**src/rtl/fft_pkg.sv**
```systemverilog
// rtl/fft_pkg.sv - shared constants, state type and lane index helper for the FFT twiddle sequencer
package fft_pkg;
  localparam int N_POINT = 512;
  localparam int LANES   = 16;
  localparam int IDX_W   = $clog2(N_POINT);
  localparam int TWF_W   = 9;
  localparam int BEATS   = N_POINT / LANES;
  localparam int BEAT_W  = (BEATS > 1) ? $clog2(BEATS) : 1;
  localparam int FCNT_W  = 16;

  typedef enum logic [1:0] {
    IDLE,
    RUN,
    DRAIN
  } twf_seq_state_e;

  // ROM index for one lane of one beat: beat * LANES + lane, never above N_POINT-1
  function automatic logic [IDX_W-1:0] twf_lane_idx(input logic [BEAT_W-1:0] beat, input int lane);
    return IDX_W'(beat) * IDX_W'(LANES) + IDX_W'(lane);
  endfunction
endpackage

```
**src/rtl/fft_valid_pipe.sv**
```systemverilog
// rtl/fft_valid_pipe.sv - valid/last delay line matching the twiddle multiplier latency
module fft_valid_pipe #(
  parameter int DEPTH = 2
) (
  input  logic clk_i,
  input  logic rst_i,
  input  logic adv_i,
  input  logic valid_i,
  input  logic last_i,
  output logic valid_o,
  output logic last_o
);
  logic [DEPTH-1:0] v_q;
  logic [DEPTH-1:0] l_q;

  // Whole line moves together on adv so bubbles keep their slots
  always_ff @(posedge clk_i) begin
    if (rst_i) begin
      v_q <= '0;
      l_q <= '0;
    end else if (adv_i) begin
      for (int i = DEPTH - 1; i > 0; i--) begin
        v_q[i] <= v_q[i-1];
        l_q[i] <= l_q[i-1];
      end
      v_q[0] <= valid_i;
      l_q[0] <= last_i;
    end
  end

  assign valid_o = v_q[DEPTH-1];
  assign last_o  = l_q[DEPTH-1];
endmodule

```
**src/rtl/fft_twf_seq.sv**
```systemverilog
// rtl/fft_twf_seq.sv - twiddle index sequencer and frame stream controller for one FFT stage
module fft_twf_seq
  import fft_pkg::*;
#(
  parameter int DATA_LAT = 2,
  parameter int NFR_W    = 8
) (
  input  logic                     clk,
  input  logic                     rst,
  input  logic                     start,
  input  logic [NFR_W-1:0]         num_frames,
  input  logic                     abort,
  input  logic                     din_valid,
  output logic                     din_ready,
  output logic [LANES*IDX_W-1:0]   twf_idx,
  output logic                     dout_valid,
  input  logic                     dout_ready,
  output logic                     dout_last,
  output logic                     frame_done,
  output logic                     busy,
  output logic                     done
);
  twf_seq_state_e    state_q, state_d;
  logic [BEAT_W-1:0] beat_cnt_q, beat_cnt_d;
  logic [NFR_W-1:0]  frames_left_q, frames_left_d;
  logic [FCNT_W-1:0] frame_cnt_q, frame_cnt_d;

  logic clr;
  logic adv;
  logic accept;
  logic last_beat;

  assign clr        = rst | abort;
  assign adv        = ~dout_valid | dout_ready;
  assign last_beat  = (beat_cnt_q == BEAT_W'(BEATS - 1));
  assign frame_done = dout_valid & dout_ready & dout_last;

  fft_valid_pipe #(
    .DEPTH(DATA_LAT)
  ) u_pipe (
    .clk_i  (clk),
    .rst_i  (clr),
    .adv_i  (adv),
    .valid_i(accept),
    .last_i (accept & last_beat),
    .valid_o(dout_valid),
    .last_o (dout_last)
  );

  // Indices are only driven while frames are being accepted; the ROMs see 0 otherwise
  always_comb begin
    twf_idx = '0;
    if (state_q == RUN) begin
      for (int l = 0; l < LANES; l++) begin
        twf_idx[l*IDX_W +: IDX_W] = twf_lane_idx(beat_cnt_q, l);
      end
    end
  end

  // Next state, beat/frame counters and handshake outputs
  always_comb begin
    state_d       = state_q;
    beat_cnt_d    = beat_cnt_q;
    frames_left_d = frames_left_q;
    frame_cnt_d   = frame_cnt_q;
    din_ready     = 1'b0;
    accept        = 1'b0;
    busy          = 1'b0;
    done          = 1'b0;

    if (frame_done) begin
      frame_cnt_d = frame_cnt_q + FCNT_W'(1);
    end

    case (state_q)
      IDLE: begin
        if (start) begin
          frames_left_d = (num_frames == '0) ? NFR_W'(1) : num_frames;
          state_d       = RUN;
        end
      end
      RUN: begin
        busy      = 1'b1;
        din_ready = adv;
        accept    = din_valid & adv;
        if (accept) begin
          beat_cnt_d = last_beat ? '0 : beat_cnt_q + BEAT_W'(1);
          if (last_beat) begin
            frames_left_d = frames_left_q - NFR_W'(1);
            if (frames_left_q == NFR_W'(1)) begin
              state_d = DRAIN;
            end
          end
        end
      end
      DRAIN: begin
        // Pipeline is shorter than a frame, so the only last beat left is the final one
        busy = 1'b1;
        if (frame_done) begin
          done    = 1'b1;
          state_d = IDLE;
        end
      end
      default: begin
        state_d = IDLE;
      end
    endcase
  end

  // State and counter registers; abort clears exactly like reset
  always_ff @(posedge clk) begin
    if (clr) begin
      state_q       <= IDLE;
      beat_cnt_q    <= '0;
      frames_left_q <= '0;
      frame_cnt_q   <= '0;
    end else begin
      state_q       <= state_d;
      beat_cnt_q    <= beat_cnt_d;
      frames_left_q <= frames_left_d;
      frame_cnt_q   <= frame_cnt_d;
    end
  end
endmodule

```
**config.mk**
```make
export PLATFORM = sky130hd
export DESIGN_NAME = fft_twf_seq
export DESIGN_NICKNAME = d
export VERILOG_FILES = /design/src/rtl/fft_pkg.sv /design/src/rtl/fft_valid_pipe.sv /design/src/rtl/fft_twf_seq.sv
export SDC_FILE = /design/constraint.sdc
export NUM_CORES = 1
export LEC_CHECK = 0
export ABC_AREA = 1
export BUFFER_PORTS_ARGS = -buffer_cell sky130_fd_sc_hd__buf_4
export CORE_UTILIZATION = 35
export CTS_BUF_LIST = sky130_fd_sc_hd__clkbuf_8
export DETAILED_ROUTE_END_ITERATION = 10
export PLACE_DENSITY = 0.69
export SYNTH_ARGS = -nofsm -noshare
export SYNTH_HDL_FRONTEND = slang
export SYNTH_SLANG_ARGS = --single-unit
```
**constraint.sdc**
```tcl
create_clock -name clk -period 6.9 [get_ports clk]
set_input_delay 0.345 -clock clk [delete_from_list [all_inputs] [get_ports clk]]
set_output_delay 0.345 -clock clk [all_outputs]
set_load 0.005 [all_outputs]
```
# == Yosys cells after proc, flatten, opt, wreduce, memory -nomap -nowiden ==
# Cells that the tools add are included.
# totals
ff_bits,19
in_bits,14
# op_classes
n_addsub,17
n_reduce_logical,7
n_eq_ne,9
muxes,18
bitwise_logic,7
# ops
operator,n
$mux W144,1
$add A9 B4 Y9 const B,8
$add A9 B3 Y9 const B,4
$mux W8,4
$add A9 B2 Y9 const B,2
$pmux W8 S2,1
$mux W2,5
$add A9 B1 Y9 const B,1
$eq A8 B1 Y1 const B,1
$logic_not A8 Y1,1
$sub A8 B1 Y8 const B,1
$ne A2 B2 Y1 const B,3
$pmux W2 S3,1
$add A5 B1 Y5 const B,1
$eq A5 B5 Y1 const B,1
$mux W1,5
$mux W5,1
$reduce_and A5 Y1,1
$and A1 B1 Y1,4
$ne A2 B1 Y1 const B,2
$reduce_and A4 Y1,1
$eq A2 B1 Y1 const B,1
$eq A2 B2 Y1 const B,1
$logic_not A2 Y1,1
5 further kinds,6

# == Logic depth before layout (Yosys ltp) ==
# Gate-level depths: netlist of run 1.
# depth
word_depth,5
ltp_mapped,11
mapped_depth_nobuf,10

# == By module ==
# A second synthesis of run 1 with hierarchy kept.
# hier_totals
hier_cells,344
hier_area_um2,2293.4
# by_module_without_submodules
mod,area_each_um2,cells_per_inst,instances,seq_area_each_um2
fft_twf_seq,2120.8,318,1,300.3
fft_valid_pipe,172.7,26,1,80.1

# == Least setup slack after synthesis of run 1 ==
# No wires, ideal clock.
# synth_path
path_kind,reg2out
from,register state_q[1]
to,output twf_idx[103]
path_stages_with_launch,8
slack_ns,4.442
arrival_ns,2.113
path_cell_list,dfxtp_1 -> inv_1 -> ha_1 -> buf_6 -> clkbuf_1 -> nand2_1 -> inv_1 -> buf_4
# synth_between
elab_chain_cells,2
# synth_lines
element,line_no,rtl
"start, declared",fft_twf_seq.sv:23,"twf_seq_state_e state_q, state_d;"
"start signal, assigned",fft_twf_seq.sv:118,state_q <= state_d;
$eq A2 B1 Y1,fft_twf_seq.sv:53,if (state_q == RUN) begin
$mux W144,fft_twf_seq.sv:53,
"end, declared",fft_twf_seq.sv:15,"output logic [LANES*IDX_W-1:0] twf_idx,"
# No other way between the ends.

# == Final worst setup path of run 1 ==
# layout_path
from,register state_q[1]
to,output twf_idx[125]
# The elaborated chain is that of the path after synthesis.

==> summary.txt, run 1 <==
status - finished clean
clock sinks - 19
largest stage delay on the critical path - 650 ps
min cycle time layout - 2336 ps
top-area cell type share of the netlist area - 46.59%
DR iter-0 viols - 56
worst min path class - in -> reg
Post-CTS Repair Setup Buffers - 0
commonest non-fill, non-tap cell in the layout - buf_4
Crit Reg-Reg Endpoint - frames_left_q[3]
largest net degree at the start of global routing - 33
Fin Clk Skew - 0.5262 ps
fin util - 39.88%
Synth Cell Area - 2240 µm²
synthesis-stage register bit count - 19
most used cell, CP - inv_1
GRT Total Usage - 11.19%
Core Box Area - 6061 µm²
Die Y-Extent - 82.00 µm
synth unique cells - 22
crit path DAT - 1990 ps
via count - 1680
Syn Inst Count - 327
WS Path Type - reg -> out
first-pass GRT wire length - 5885 µm
Clock Tree Root - clkbuf_8
clock-pin slew on the worst setup and hold paths - 70 ps
fin. max-slew vios - 0
FF-to-FF setup slack - 4720 ps
DP Wirelength - 3218 µm
CTS tree - done
area taken by multi-input logic gates - 789.5 µm²
# resized after CTS - 0
Fmax - 428.1 MHz
worst slew pin tran - 759.2 ps
area leader, netlist - buf_4
DR DRC count - 0
CP Max Fanout - 21
Leakage - 1.389 nW
share of layout cells above drive strength 1 - 41.19%
area of the die - 6723 µm²
GRT Residual Overflow - 0
insertion delay to the later sink of the worst-skew pair - 260 ps
Row Count - 28
initial antenna violation count - 0
final hold violations - 0
CTS Buf Count - 3
Final Cycle Share - 33.85%
Crit path required time - 6550 ps
final setup vio count - 0
hold_buf cts - 0
P per Cell Area - 128.0 nW/µm²
PortBufs - 131
post-synthesis average cell area - 6.849 µm²
Worst VDD drop - 0.07800 mV
clk buf depth - 2
final WL - 4040 µm
register area - 380.4 µm²
worst path cell trace - inv_1 > ha_1 > nand2_1 > inv_1 > buf_4
Worst path slowest cell - ha_1
FILL cells - 655
Worst setup EP type - primary output
Seq/Total Area, Yosys - 16.98%
vias per cell - 3.934
unrepaired setup endpoints after global routing - false
ANT cells - 0
Final #Nets - 374
Initial Util - 36.95%
most frequent cells in the layout - buf_4, nand2_1, conb_1
final worst slack - 4564 ps
number of global-route vias before repair - 1299
Ys Warns - 0
Die X-Extent - 82.00 µm
Worst Setup Start Kind - flop
Pre-antenna DRT Iters - 4
Hold Crit Depth - 3
Crit Reg-Reg Startpoint - state_q[1]
H-tree Lvls - 1
hold endpoint - frames_left_q[0]
setup tns final - 0 ps
worst reg-to-reg path cell count - 8
Max-cap violations - 0
DRT antenna net count - 0
pre-CTS WS - 4762 ps
Area Overhead vs Synth - 7.933%
slew margin rel. - 49.39%
synth top area cells - buf_4, dfxtp_1, nand2_1
Worst Hold Launch - num_frames[0]
routed length per instance - 9.461 µm
# IOs - 164
Final GP Congestion - 0.7956
==> cells by family after synthesis <==
logic type	after synthesis	synth area share [%]
fa+ha+maj	7	3.910
compound gates	32	7.486
simple gates	94	18.10
other cells	1	0.1674
flops	19	16.98
buf+inv	173	52.96
xor+xnor	1	0.3911
==> metal layers <==
| layer | share of wire (%) | wire [µm] | vias up | track usage [%] |
|---|---|---|---|---|
| met5 | 0 | 0 | - | 0 |
| met4 | 0.89 | 36 | 0 | 4.035 |
| met3 | 8.5 | 345 | 4 | 2.778 |
| met2 | 48 | 1928 | 80 | 19.26 |
| met1 | 43 | 1730 | 718 | 13.32 |
| li1 | - | - | 878 | - |
==> cell usage after synthesis <==
master and instances:
a21oi_2 1, clkbuf_1 1, clkinv_1 1, inv_1 29, nand3_4 1, nor2_4 1, o21ai_2 1, nor2b_1 1
buf_4 139, o21ai_0 15, a21oi_1 15, inv_2 1, nor2_1 30, nand2_1 42, nand3_1 11, conb_1 1
buf_6 2, ha_1 7, dfxtp_1 19, xor2_1 1, nand2_2 4, nor3_1 4
==> flip-flops by register name, summed over array words and instances (netlist names) <==
| register | flops |
|---|---|
| u_pipe.v_q | 2 |
| state_q | 2 |
| u_pipe.l_q | 2 |
| beat_cnt_q | 5 |
| frames_left_q | 8 |
==> critical path: cells and delay by family (launching register included) <==
family | cells | cell delay [ps]
adder cells (fa/ha/maj) | 1 | 650
buffers and inverters | 3 | 620
flip-flops | 1 | 320
AND/OR/NAND/NOR | 1 | 140
==> how the worst max path moves through the flow <==
stage,startpoint,endpoint,slack [ps]
after floorplan,state_q[1],twf_idx[103],4440
after global placement,state_q[1],twf_idx[125],4820
after detailed placement,state_q[1],frames_left_q[4],4760
after CTS,state_q[1],twf_idx[125],4500
after global routing,state_q[1],twf_idx[114],4310
final,state_q[1],twf_idx[125],4560
==> layout make-up <==
cell class | instances | area share, %
well taps | 75 | 3.882
clock buffers | 3 | 1.708
repair buffers | 132 | 40.99
multi-input cells | 166 | 32.66
flip-flops and latches | 19 | 15.73
inverters | 31 | 4.814
clock inverters | 1 | 0.2070
==> metrics by stage <==
step                hold slack [ps]  area (µm²)  power, mW  instances
detailed placement            455.3        2371     0.2332        423
floorplan                     440.7        2356     0.2260        358
global route                  412.7        2417     0.3328        427
finish                        403.8        2417     0.3093        427
global placement              453.1        2371     0.2318        423
CTS                           405.2        2417     0.3122        427
==> report_power, final <==
| part | internal, mW | switching (mW) | total, mW |
|---|---|---|---|
| clock | 0.0402 | 0.0387 | 0.0788 |
| combinational | 0.0482 | 0.0640 | 0.112 |
| sequential | 0.114 | 0.00375 | 0.118 |
| total | 0.203 | 0.106 | 0.309 |
No activity file was read; power rests on OpenSTA's default activity.
==> run 2: changes to the inputs <==
ABC_AREA = 0   (was 1)
clock period = 2.2 ns   (was 6.9 ns; I/O delays follow)
==> summary.txt, run 2 <==
Hold Crit Depth - 3 (unchanged)
Worst VDD drop - 0.3609 mV (+360%)
Final Cycle Share - 92.89%
DR iter-0 viols - 47 (-16%)
first-pass GRT wire length - 5858 µm (-0.46%)
Area Overhead vs Synth - 8.539%
insertion delay to the later sink of the worst-skew pair - 250 ps (about the same)
Die Y-Extent - 81.77 µm (-0.27%)
post-synthesis average cell area - 7.706 µm² (+13%)
Syn Inst Count - 289 (-12%)
Max-cap violations - 0 (unchanged)
Worst setup EP type - flop
hold endpoint - state_q[1]
GRT Residual Overflow - 0 (unchanged)
Die X-Extent - 81.77 µm (-0.27%)
via count - 1688 (+0.48%)
Worst Setup Start Kind - flop
Crit Reg-Reg Startpoint - frames_left_q[3]
CTS tree - done
Initial Util - 36.96% (about the same)
Switching Share - 29.63% (-4.8 points)
Final #Nets - 336 (-10%)
clock-pin slew on the worst setup and hold paths - 70 ps (about the same)
worst min path class - in -> reg
worst reg-to-reg path cell count - 5 (-3)
routed length per instance - 10.67 µm (+13%)
synth cell count leaders - buf_4, dfxtp_1, nor2_1
P_int - 0.6002 mW (+200%)
largest stage delay on the critical path - 530 ps (-120 ps)
EDFF count, synth - 0 (unchanged)
setup tns final - 0 ps (unchanged)
Fin Clk Skew - 1.320 ps (+0.7935 ps)
count leader, synth - buf_4
initial antenna violation count - 0 (unchanged)
Ys Warns - 0 (unchanged)
synthesis-stage register bit count - 19 (unchanged)
area of the die - 6686 µm² (-0.55%)
Clk network pwr share - 28.1% (+2.6 points)
DR DRC count - 0 (unchanged)
crit path DAT - 2180 ps (+190 ps)
largest net degree at the start of global routing - 36 (+9.1%)
GRT Total Usage - 11.05% (-0.14 points)
Post-CTS Repair Setup Buffers - 0 (unchanged)
Largest register FFs - 8 (unchanged)
fin util - 40.12% (+0.23 points)
clock sinks - 19 (unchanged)
FILL cells - 624 (-4.7%)
Pre-antenna DRT Iters - 4 (unchanged)
number of global-route vias before repair - 1256 (-3.3%)
DRT antenna net count - 0 (unchanged)
final setup vio count - 0 (unchanged)
Top FF cell, synth - dfxtp_1
switching pwr - 0.2527 mW (+140%)
Biggest register - frames_left_q
clk buf depth - 2 (unchanged)
WS Path Type - reg -> reg
Seq/Total Area, Yosys - 17.08% (+0.095 points)
CTS Buf Count - 3 (unchanged)
unrepaired setup endpoints after global routing - false
worst path cell trace - or4_4 > or4_4 > a211oi_2 > mux2i_1 > nor2_1
final hold violations - 0 (unchanged)
Crit path required time - 2340 ps (-4210 ps)
area leader, netlist - buf_4
Pwr Total - 0.8528 mW (+180%)
H-tree Lvls - 1 (unchanged)
FFs w/ async S/R, synth - 0% (unchanged)
most used cell, CP - or4_4
Final GP Congestion - 0.8471 (+6.5%)
Worst path slowest cell - or4_4
Clock Tree Root - clkbuf_8
DP Wirelength - 3337 µm (+3.7%)
# resized after CTS - 0 (unchanged)
Row Count - 28 (unchanged)
hold_buf cts - 0 (unchanged)
fin. max-slew vios - 0 (unchanged)
top flop regs - frames_left_q: 8 flops, beat_cnt_q: 5 flops
Synth Cell Area - 2227 µm² (-0.56%)
min cycle time layout - 2043 ps
Comb power frac - 29.5% (-6.8 points)
synth top area cells - buf_4, dfxtp_1, ha_1
status - finished clean
# IOs - 164 (unchanged)
Fmax - 489.4 MHz
ANT cells - 0 (unchanged)
PortBufs - 131 (unchanged)
CP Max Fanout - 6 (-71%)
top-area cell type share of the netlist area - 46.85% (+0.26 points)
Leakage - 1.300 nW (-6.5%)
FF-to-FF setup slack - 160 ps (-4560 ps)
synth unique cells - 40 (+82%)
Flop pwr share - 42.4% (+4.2 points)
share of layout cells above drive strength 1 - 48.41% (+7.2 points)
Crit Reg-Reg Endpoint - state_q[0]
P per Cell Area - 352.8 nW/µm² (+180%)
commonest non-fill, non-tap cell in the layout - buf_4
worst hold slack - 122.4 ps (-281.4 ps)
Core Box Area - 6026 µm² (-0.58%)
vias per cell - 4.339 (+10%)
Worst Hold Launch - rst
most frequent cells in the layout - buf_4, conb_1, dfxtp_1
final WL - 4149 µm (+2.7%)
==> run 2: logic make-up (layout without fill, tap and decap cells) <==
logic type | Yosys count | count (layout) | synth area share, %
fa+ha+maj | 7 | 7 | 3.932
simple gates | 65 | 65 | 15.17
buf+inv | 155 | 149 | 50.67
other cells | 1 | 32 | 0.1684
mux | 3 | 3 | 1.348
flops | 19 | 19 | 17.08
compound gates | 39 | 39 | 11.63
==> run 2: critical path, delay by kind of cell, from the launching register on <==
| family | cells | cell delay [ps] |
|---|---|---|
| and+or+nand+nor | 3 | 1110 |
| DFF | 1 | 350 |
| AOI/OAI and AO/OA | 1 | 250 |
| muxes | 1 | 210 |
==> run 2: worst max path at each step <==
stage,from,endpoint
after floorplan,state_q[1],frames_left_q[6]
after global placement,frames_left_q[3],state_q[0]
after detailed placement,frames_left_q[3],state_q[0]
after CTS,beat_cnt_q[0],frames_left_q[4]
after global routing,beat_cnt_q[0],frames_left_q[5]
final,frames_left_q[3],state_q[0]
==> run 2: power by group through the flow <==
stage / clock network, mW / logic, mW / registers [mW]
CTS: 0.246 / 0.251 / 0.362
floorplan: 0 / 0.232 / 0.368
global route: 0.261 / 0.277 / 0.363
detailed placement: 0 / 0.250 / 0.370
finish: 0.240 / 0.251 / 0.362
global placement: 0 / 0.247 / 0.369
==> run 2: cell type report <==
type                    instances  area (µm²)  share of cell area [%]
well taps                      75       93.84                   3.882
multi-input cells             146       839.6                   34.73
clock buffers                   3       41.29                   1.708
clock inverters                 1       3.754                  0.1553
inverters                       8       30.03                   1.242
repair buffers                137        1028                   42.55
flip-flops and latches         19       380.4                   15.73
==> run 2: per-stage QoR <==
step | cell area [µm²] | instances | setup WS, ps
6_report | 2417 | 389 | 156.5
5_1_grt | 2417 | 389 | 7.439
4_1_cts | 2415 | 389 | 152.5
3_5_place_dp | 2370 | 385 | 165.6
3_3_place_gp | 2370 | 385 | 189.4
2_1_floorplan | 2346 | 320 | 200.7
==> run 2: per-layer routing <==
| metal | GRT usage (%) | wire, µm |
|---|---|---|
| met4 | 1.579 | 19 |
| met1 | 13.73 | 1697 |
| met2 | 19.50 | 2007 |
| met5 | 0 | 0 |
| met3 | 2.667 | 425 |
==> run 3: changes to the inputs <==
CORE_UTILIZATION = 42   (was 35)
PLACE_DENSITY = 0.81   (was 0.69)
==> summary.txt, run 3 (synthesized netlist as in run 2, its figures left out) <==
CTS Buf Count - 3 (unchanged)
Largest register FFs - 8 (unchanged)
placed instance count - 380 (-1.3%)
DR iter-0 viols - 53 (+13%)
largest stage delay on the critical path - 530 ps (about the same)
DR DRC count - 0 (unchanged)
Post-Layout Cell Count - 384 (-1.3%)
worst path cell trace - or4_4 > or4_4 > a211oi_2 > mux2i_1 > nor2_1
Met3 Wirelength - 345 µm (-19%)
WS Path Type - reg -> reg
final setup vio count - 0 (unchanged)
pre-CTS WS - 157.9 ps (-7.720 ps)
clock sinks - 19 (unchanged)
Fin Clk Skew - 4.705 ps (+3.386 ps)
share of layout cells above drive strength 1 - 48.73% (+0.32 points)
CP Max Fanout - 6 (unchanged)
Die Y-Extent - 74.82 µm (-8.5%)
Fmax - 486.9 MHz (-0.51%)
# IOs - 164 (unchanged)
Core Box Area - 5107 µm² (-15%)
via count - 1643 (-2.7%)
initial antenna violation count - 0 (unchanged)
CTS tree - done
Initial Util - 43.61% (+6.6 points)
Clock Tree Root - clkbuf_8
Die X-Extent - 74.82 µm (-8.5%)
top flop regs - frames_left_q: 8 flops, beat_cnt_q: 5 flops
final worst slack - 146.0 ps (-10.52 ps)
Post-DP Area - 2364 µm² (-0.26%)
ANT cells - 0 (unchanged)
GRT Residual Overflow - 0 (unchanged)
commonest non-fill, non-tap cell in the layout - buf_4
Final GP Congestion - 0.8666 (+2.3%)
unrepaired setup endpoints after global routing - false
fin. max-slew vios - 0 (unchanged)
final WL - 4080 µm (-1.7%)
Final Cycle Share - 93.36% (+0.48 points)
status - finished clean
routed length per instance - 10.63 µm (-0.38%)
Biggest register - frames_left_q
# resized after CTS - 0 (unchanged)
most frequent cells in the layout - buf_4, conb_1, dfxtp_1
clk buf depth - 2 (unchanged)
DRT antenna net count - 0 (unchanged)
Area Overhead vs Synth - 8.314%
Pwr Total - 0.8679 mW (+1.8%)
design area - 2412 µm² (-0.21%)
largest net degree at the start of global routing - 33 (-8.3%)
Final #Nets - 336 (unchanged)
PortBufs - 131 (unchanged)
H-tree Lvls - 1 (unchanged)
number of global-route vias before repair - 1254 (-0.16%)
DP Wirelength - 3221 µm (-3.5%)
Leakage - 1.298 nW (-0.12%)
Post-CTS Repair Setup Buffers - 0 (unchanged)
worst min path class - in -> reg
final hold violations - 0 (unchanged)
met2 WL - 1923 µm (-4.2%)
GRT Total Usage - 13.45% (+2.4 points)
vias per cell - 4.279 (-1.4%)
Row Count - 26 (-7.1%)
Worst path slowest cell - or4_4
Top Layer Used - met4
first-pass GRT wire length - 5823 µm (-0.60%)
Post-Route M1 WL - 1769 µm (+4.2%)
crit-path leading delay family - simple AND/OR/NAND/NOR gates
Crit path required time - 2340 ps (about the same)
setup tns final - 0 ps (unchanged)
insertion delay to the later sink of the worst-skew pair - 260 ps (about the same)
hold_buf cts - 0 (unchanged)
number of buffers and inverters on the critical path - 0 (unchanged)
Pre-antenna DRT Iters - 4 (unchanged)
Worst setup EP type - flop
crit path DAT - 2200 ps (+20 ps)
Worst VDD drop - 0.2816 mV (-22%)
P per Cell Area - 359.8 nW/µm² (+2.0%)
most used cell, CP - or4_4
Worst Setup Start Kind - flop
fin util - 47.23% (+7.1 points)
Max-cap violations - 0 (unchanged)
min cycle time layout - 2054 ps (+10.52 ps)
worst hold slack - 110.1 ps (-12.30 ps)
clock-pin slew on the worst setup and hold paths - 70 ps (about the same)
area of the die - 5598 µm² (-16%)
[run 3: tightest hold or removal path, delay by kind of cell]
kind                   cells  cell delay [ps]
AOI/OAI and AO/OA          1              100
buffers and inverters      1               80
and+or+nand+nor            1               40
[run 3: final cells by class]
type,count,area [µm²]
Clock buffer,3,41.29
Sequential cell,19,380.4
Tap cell,70,87.58
Timing Repair Buffer,137,1028
Clock inverter,1,5.005
Multi-Input combinational cell,146,839.6
Fill cell,479,2695
Inverter,8,30.03
[run 3: metal layers]
metal | GRT usage [%] | up-vias
met5 | 0 | -
met4 | 4.612 | 0
met3 | 2.677 | 5
met2 | 22.82 | 104
met1 | 16.99 | 706
li1 | - | 828
[run 3: path summary, 6_finish.rpt]
kind                         start               end  slack [ps]  depth (start not counted)
hold reg to reg   frames_left_q[7]  frames_left_q[7]         460                          2
setup reg to reg  frames_left_q[3]        state_q[0]         150                          5
hold / removal                 rst        state_q[1]         110                          3
setup / recovery  frames_left_q[3]        state_q[0]         150                          5
[run 3: report_power, final]
part / internal (mW) / switching, mW / total, mW
Combinational: 0.124 / 0.128 / 0.253
Sequential: 0.353 / 0.00933 / 0.362
Clock: 0.126 / 0.126 / 0.253
Total: 0.604 / 0.264 / 0.868
